File: config.mk
export PLATFORM = sky130hd
export DESIGN_NAME = mux_barrido
export DESIGN_NICKNAME = d
export VERILOG_FILES = /design/src/rtl/mux_barrido.sv
export SDC_FILE = /design/constraint.sdc
export NUM_CORES = 1
export LEC_CHECK = 0
export ABC_CLOCK_PERIOD_IN_PS = 2300
export BUFFER_PORTS_ARGS = -buffer_cell sky130_fd_sc_hd__buf_2
export CAP_MARGIN = 15
export CORE_MARGIN = 2
export CORE_UTILIZATION = 50
export CTS_CLUSTER_DIAMETER = 60
export DETAILED_ROUTE_END_ITERATION = 8
export PLACE_DENSITY = 0.78
export SLEW_MARGIN = 20
export SYNTH_ARGS = -nofsm -noshare
export SYNTH_HDL_FRONTEND = slang
export SYNTH_SLANG_ARGS = --single-unit
File: constraint.sdc
create_clock -name clk -period 2.3 [get_ports clk]
set_clock_uncertainty 0.05 [all_clocks]
set_input_delay 0.23 -clock clk [delete_from_list [all_inputs] [get_ports clk]]
set_output_delay 0.23 -clock clk [all_outputs]
set_load 0.03 [all_outputs]
File: src/rtl/mux_barrido.sv
// Time-multiplexed N-channel display scanner with blanking between channels.
// Leading-zero suppression applies to every channel except channel 0.
module mux_barrido #(
    parameter int ancho   = 4,
    parameter int canales = 4,
    parameter int iw      = 2,
    parameter int div     = 50000,
    parameter int blank   = 8
) (
    input  logic                     clk,
    input  logic                     reset,
    input  logic                     en,
    input  logic                     lz_en,
    input  logic [canales*ancho-1:0] d,
    output logic [ancho-1:0]         y,
    output logic [canales-1:0]       an,
    output logic [iw-1:0]            idx,
    output logic                     slot
);

    localparam int cw = (div > 1) ? $clog2(div) : 1;

    logic [cw-1:0]      cnt;
    logic [cw-1:0]      cnt_n;
    logic [iw-1:0]      idx_n;
    logic [ancho-1:0]   y_n;
    logic [ancho-1:0]   sel;
    logic               sup;
    logic               sup_n;
    logic               last;
    logic               tail_zero;
    logic               lit;
    logic [canales-1:0] an_n;

    always_comb begin
        sel       = '0;
        tail_zero = 1'b1;
        for (int k = 0; k < canales; k++) begin
            if (idx == iw'(k))
                sel = d[k*ancho +: ancho];
            if (k >= int'(idx) && d[k*ancho +: ancho] != '0)
                tail_zero = 1'b0;
        end
    end

    always_comb begin
        last  = (cnt == cw'(div - 1));
        cnt_n = cnt;
        idx_n = idx;
        y_n   = y;
        sup_n = sup;
        if (en) begin
            if (cnt == '0) begin
                y_n   = sel;
                sup_n = lz_en && (idx != '0) && tail_zero;
            end
            if (last) begin
                cnt_n = '0;
                idx_n = (idx == iw'(canales - 1)) ? '0 : idx + 1'b1;
            end else begin
                cnt_n = cnt + 1'b1;
            end
        end
    end

    // Anode follows the next count so it lines up with the cnt it is shown with.
    always_comb begin
        lit  = en && (cnt_n >= cw'(blank + 1)) && !sup_n;
        an_n = '1;
        for (int k = 0; k < canales; k++) begin
            if (idx_n == iw'(k))
                an_n[k] = ~lit;
        end
    end

    always_ff @(posedge clk) begin
        if (reset) begin
            cnt  <= '0;
            idx  <= '0;
            y    <= '0;
            sup  <= 1'b0;
            an   <= '1;
            slot <= 1'b0;
        end else begin
            cnt  <= cnt_n;
            idx  <= idx_n;
            y    <= y_n;
            sup  <= sup_n;
            an   <= an_n;
            slot <= en && last;
        end
    end

endmodule

Yosys cells after proc, flatten, opt, wreduce, memory -nomap -nowiden
Cells that the tools add are included.
Widths: inputs -> output; s select.
{"block": "op_classes", "magnitude_cmp": 4, "n_bitwise": 5, "eq_ne": 7, "muxes": 15, "add_sub_neg": 2, "reduce_logical": 22}
{"operator": "$mux 16", "count": 2}
{"operator": "$add 16x1->16 const B", "count": 1}
{"operator": "$eq 16x16->1 const B", "count": 1}
{"operator": "$ge 16x4->1 const B", "count": 1}
{"operator": "$logic_not 16->1", "count": 1}
{"operator": "$mux 4", "count": 4}
{"operator": "$reduce_bool 4->1", "count": 4}
{"operator": "$eq 2x2->1 const B", "count": 4}
{"operator": "$logic_and 1x1->1", "count": 8}
{"operator": "$reduce_or 2->1", "count": 4}
{"operator": "$mux 1", "count": 6}
{"operator": "$mux 2", "count": 3}
{"operator": "$not 1->1", "count": 5}
{"operator": "$eq 2x1->1 const B", "count": 2}
{"operator": "$ge 1x2->1 const A", "count": 2}
{"operator": "$logic_not 2->1", "count": 2}
{"operator": "$add 2x1->2 const B", "count": 1}
{"operator": "$ge 2x2->1 const A", "count": 1}
{"operator": "$reduce_and 2->1", "count": 1}
{"operator": "$reduce_bool 2->1", "count": 1}
{"operator": "$logic_not 1->1", "count": 1}
{"block": "word_totals", "input_bits": 20, "ff_bits": 28}

Longest topological paths before layout
{"block": "logic_depth", "depth_word": 12, "ltp_mapped": 8}

Worst setup path after synthesis
Ideal clock, no wire load.
{"block": "synth_timing", "path_type": "register to register", "start": "reg cnt[0]", "end": "reg an[1]", "t_arrival_ns": 1.808, "setup_slack_ns": 0.318, "period_less_slack_ns": 1.982, "setup_time_ns": 0.123, "stages_incl_launch_ff": 8, "cell_sequence": "dfxtp_1 > ha_1 > nand3_2 > or2_2 > nor3_1 > nand2_1 > o22ai_1 > nand2_1"}
{"block": "synth_between", "elab_chain_cells": 7, "word_cells_on_any_way": 17, "cone_classes": "1 x add/sub; 1 x order compare; 2 x eq/ne; 6 x mux; 2 x bitwise; 5 x reduce/logical"}
{"item": "from (decl)", "line": "23", "text": "logic [cw-1:0] cnt;"}
{"item": "from (signal assigned)", "line": "85", "text": "cnt <= cnt_n;"}
{"item": "$add 16x1->16 / $eq 16x16->1 (equally long branches)", "line": "61, 47"}
{"item": "$mux 16", "line": "57", "text": "if (last) begin"}
{"item": "$mux 16", "line": "52", "text": "if (en) begin"}
{"item": "$ge 16x4->1", "line": "68", "text": "lit = en && (cnt_n >= cw'(blank + 1)) && !sup_n;"}
{"item": "$logic_and 1x1->1 (2 in a row)", "line": "68"}
{"item": "$not 1->1", "line": "72", "text": "an_n[k] = ~lit;"}
{"item": "to (signal assigned)", "line": "89", "text": "an <= an_n;"}
{"item": "to (decl)", "line": "16", "text": "output logic [canales-1:0] an,"}
Parallel ways exist; a longest one is shown, timed or not.
A chain may end at the register's enable or synchronous reset.

Worst setup path in the final report
{"block": "layout_timing", "start": "reg cnt[0]", "end": "reg an[0]"}
The elaborated chain is that of the path after synthesis.

==> summary.md <==
| Metric | Value |
|---|---|
| Outcome | complete, no violations |
| Synth top area share | 0.3391 |
| Post-synthesis cell area | 0.001653 sq mm |
| Largest delay contributor family on the critical path | compound AO/OA/AOI/OAI gates |
| Number of H-tree levels | 1 |
| Worst Reg2Reg Path Length in Cells | 7 |
| Max-Cap Viols | 0 |
| GRT Total Usage | 0.2051 |
| Die extent in y | 61.50 microns |
| Min-delay src | reset |
| Final Critical Period | 2.094 ns |
| Gr ovfl total | 0 |
| Cell count after placement | 276 |
| Setup bufs post-CTS | 0 |
| Total leakage power | 0.0007626 uW |
| Per-cell routed wire length | 12.35 microns |
| Nets@finish | 264 |
| Main area contributors after synthesis | dfxtp_1, nor2_1, ha_1 |
| Routability cong. | a little under 0.9 |
| Synth Register Bits | 28 |
| Achievable Freq | 477.6 MHz |
| Crit. End Element | flop |
| P_int | just over 700 uW |
| CP Max Fanout | 7 |
| Slowest stage cell on the critical path | dfxtp_2 |
| Core ar. | 0.003103 sq mm |
| Max-slew headroom | 0.6631 |
| # rows | 20 |
| WP data required | 2.52 ns |
| Sequential share of the synthesized area | 0.3391 |
| Initial antenna violation count | 0 |
| Sum of negative setup slack | 0 ns |
| Total CTS buffers | 3 |
| IO Port Bufs | 30 |
| Hold/Removal Path Class | input port to flop |
| # setup viols final | 0 |
| Final Max Slew Viols | 0 |
| Cell variety after synth | 44 |
| Clk buf depth | 2 |
| Synth Instances | approximately 200 |
| Comb power frac | 0.113 |
| Power per cell area | 482.3 mW/mm^2 |
| Commonest non-fill, non-tap cells in the layout | buf_2, nor2_1, dfxtp_1 |
| Worst VDD drop | around 0.26 mV |
| Net count after synthesis | 230 |
| Inserted Diodes | 0 |
| Sequential group share of total power | 0.544 |
| Vias | 1,546 |
| Remaining antenna violation count | 0 |
| Final hold vios | 0 |
| Estimated wirelength of the detail-placed design | around 2700 microns |
| Clock-pin slew on the worst setup and hold paths | 0.15 ns |
| Drc violations | 0 |
| Drt pass-1 iters | 4 |
| Die footprint | 0.003782 sq mm |
| R2r setup slk | between 0.2 and 0.25 ns |
| TritonCTS clock tree | built |
| RSZ-0062 raised after global routing | false |
| Reg2reg end | an[0]$_SDFF_PP1_ |
| Synthesized area per cell | 8.142 sq um |
| Hold endpoint | y[1]$_SDFFE_PP0P_ |
| Routed vias/inst | around 5.5 |
| Worst-Margin Slew | 0.5041 ns |
| Post-synth top area cell | dfxtp_1 |
| Kind of critical path | flop to flop |
| Vias in the first global route | ~1,300 |
| Die W | 61.50 microns |
| Clk root buf | clkbuf_4 |
| Tcrit/Tclk final | 0.9104 |
| Total chip power | 932.9 uW |
| Max incr delay on CP | 0.43 ns |
| Clock sink count | 28 |
| First-pass GRT wire length | 5878 microns |
| Initial DRC count | 64 |
| Ports | 31 |
| Synth-to-Final Area Change | 17.03% |
| Clk Latency, worst-skew pair | 0.33 ns |
| Commonest non-fill, non-tap cell in the layout | buf_2 |
| YS warnings | 0 |
| CP cell instances | ha_1 > nand3_2 > nor4_2 > xor2_1 > a2111oi_2 > a31oi_2 > o21ai_1 |
| Final WL | 3458 microns |
| Layout Cells excl Fill | 280 |
| Worst r2r src | cnt[0]$_SDFF_PP0_ |
| P_sw | 213.6 uW |
| Largest net degree at the start of global routing | 17 |
| Hold Crit Depth | 2 |
| Worst EP arrival | 2.32 ns |
| Initial Util | 0.5327 |
| Startpoint type of the worst setup path | flop |
| Crit path buffers/inverters | 0 |
| Fraction of layout cells with a size suffix above 1 | 0.2331 |
| Clock share of power | 0.343 |
| Sw Ratio | 0.2289 |
[power groups by stage]
stage          Combinational (uW)  Sequential [uW]  Clock, uW
2_1_floorplan                50.6              532          0
3_3_place_gp                  107              517          0
3_5_place_dp                  106              518          0
4_1_cts                       107              507        332
5_1_grt                       117              510        361
6_report                      106              507        320
[flip-flops by register name, summed over array words and instances (netlist names)]
| name | cells |
|---|---|
| an | 4 |
| slot | 1 |
| y | 4 |
| cnt | 16 |
| idx | 2 |
| sup | 1 |
[per-stage QoR]
stage / setup WS, ns / hold WS (ns) / util / area, sq um
after floorplan: 0.3185 / 0.4192 / - / 1653
after global placement: 0.2468 / 0.4291 / 0.6036 / 1873
after detailed placement: 0.09914 / 0.4337 / 0.6036 / 1873
after CTS: 0.06299 / 0.1169 / 0.6206 / 1926
after global routing: 0.004387 / 0.1092 / 0.6234 / 1934
final: 0.2062 / 0.1270 / 0.6234 / 1934
[cell type report]
class                   count  area [sq um]
clock buffers               3         22.52
clock inverters             1         30.03
fillers                   301          1169
inverters                   9         33.78
multi-input cells         158          1027
flip-flops and latches     28         563.0
well taps                  44         55.05
repair buffers             37         202.7
[what timing repair did]
| action | in CTS | in global routing |
|---|---|---|
| hold buffers | 0 | 0 |
| endpoints found under the setup margin | 0 | 4 |
| resized for setup | 0 | 3 |
| endpoints found under the hold margin | 0 | 0 |
[cell families (layout without fill, tap and decap cells)]
family,after synthesis,count (layout),synth area share
adder cells (fa/ha/maj),7,7,0.05299
XOR/XNOR,17,17,0.09009
AO/OA/AOI/OAI,35,35,0.1469
multiplexers,2,2,0.01287
AND/OR/NAND/NOR,97,97,0.3149
flip-flops,28,28,0.3391
buffers and inverters,17,50,0.04315
[worst max path at each step]
stage	startpoint	endpoint	slack [ns]	depth (start not counted)
floorplan	cnt[0]$_SDFF_PP0_	an[1]$_SDFF_PP1_	0.32	7
global placement	cnt[0]$_SDFF_PP0_	an[0]$_SDFF_PP1_	0.25	7
detailed placement	cnt[0]$_SDFF_PP0_	an[0]$_SDFF_PP1_	0.1	7
CTS	cnt[0]$_SDFF_PP0_	an[0]$_SDFF_PP1_	0.06	7
global route	cnt[7]$_SDFF_PP0_	an[0]$_SDFF_PP1_	0.004	6
finish	cnt[0]$_SDFF_PP0_	an[0]$_SDFF_PP1_	0.21	7
[routing by layer]
metal / up-vias / track usage / share of wire
met1: 707 / 0.2850 / 0.49
met4: 0 / 0.08207 / 0.010
met5: - / 0 / 0
met2: 45 / 0.3188 / 0.45
li1: 790 / - / -
met3: 4 / 0.02941 / 0.046
[synthesized netlist by cell type (all sizes together)]
library cell,n
dfxtp,28
nor2,28
nand2,17
nor3,13
a21oi,10
nor4,10
inv,9
xnor2,9
xor2,8
ha,7
nand3,7
o21ai,7
buf,6
nor2b,6
nand4,5
or3,4
a211oi,3
a221oi,3
o211ai,3
a2111oi,2
and2,2
clkbuf,2
nand3b,2
or4,2
a211o,1
a22oi,1
a31oi,1
mux2,1
mux2i,1
o211a,1
o21a,1
o22ai,1
o31a,1
or2,1
Power figures use the tool's default switching activity.
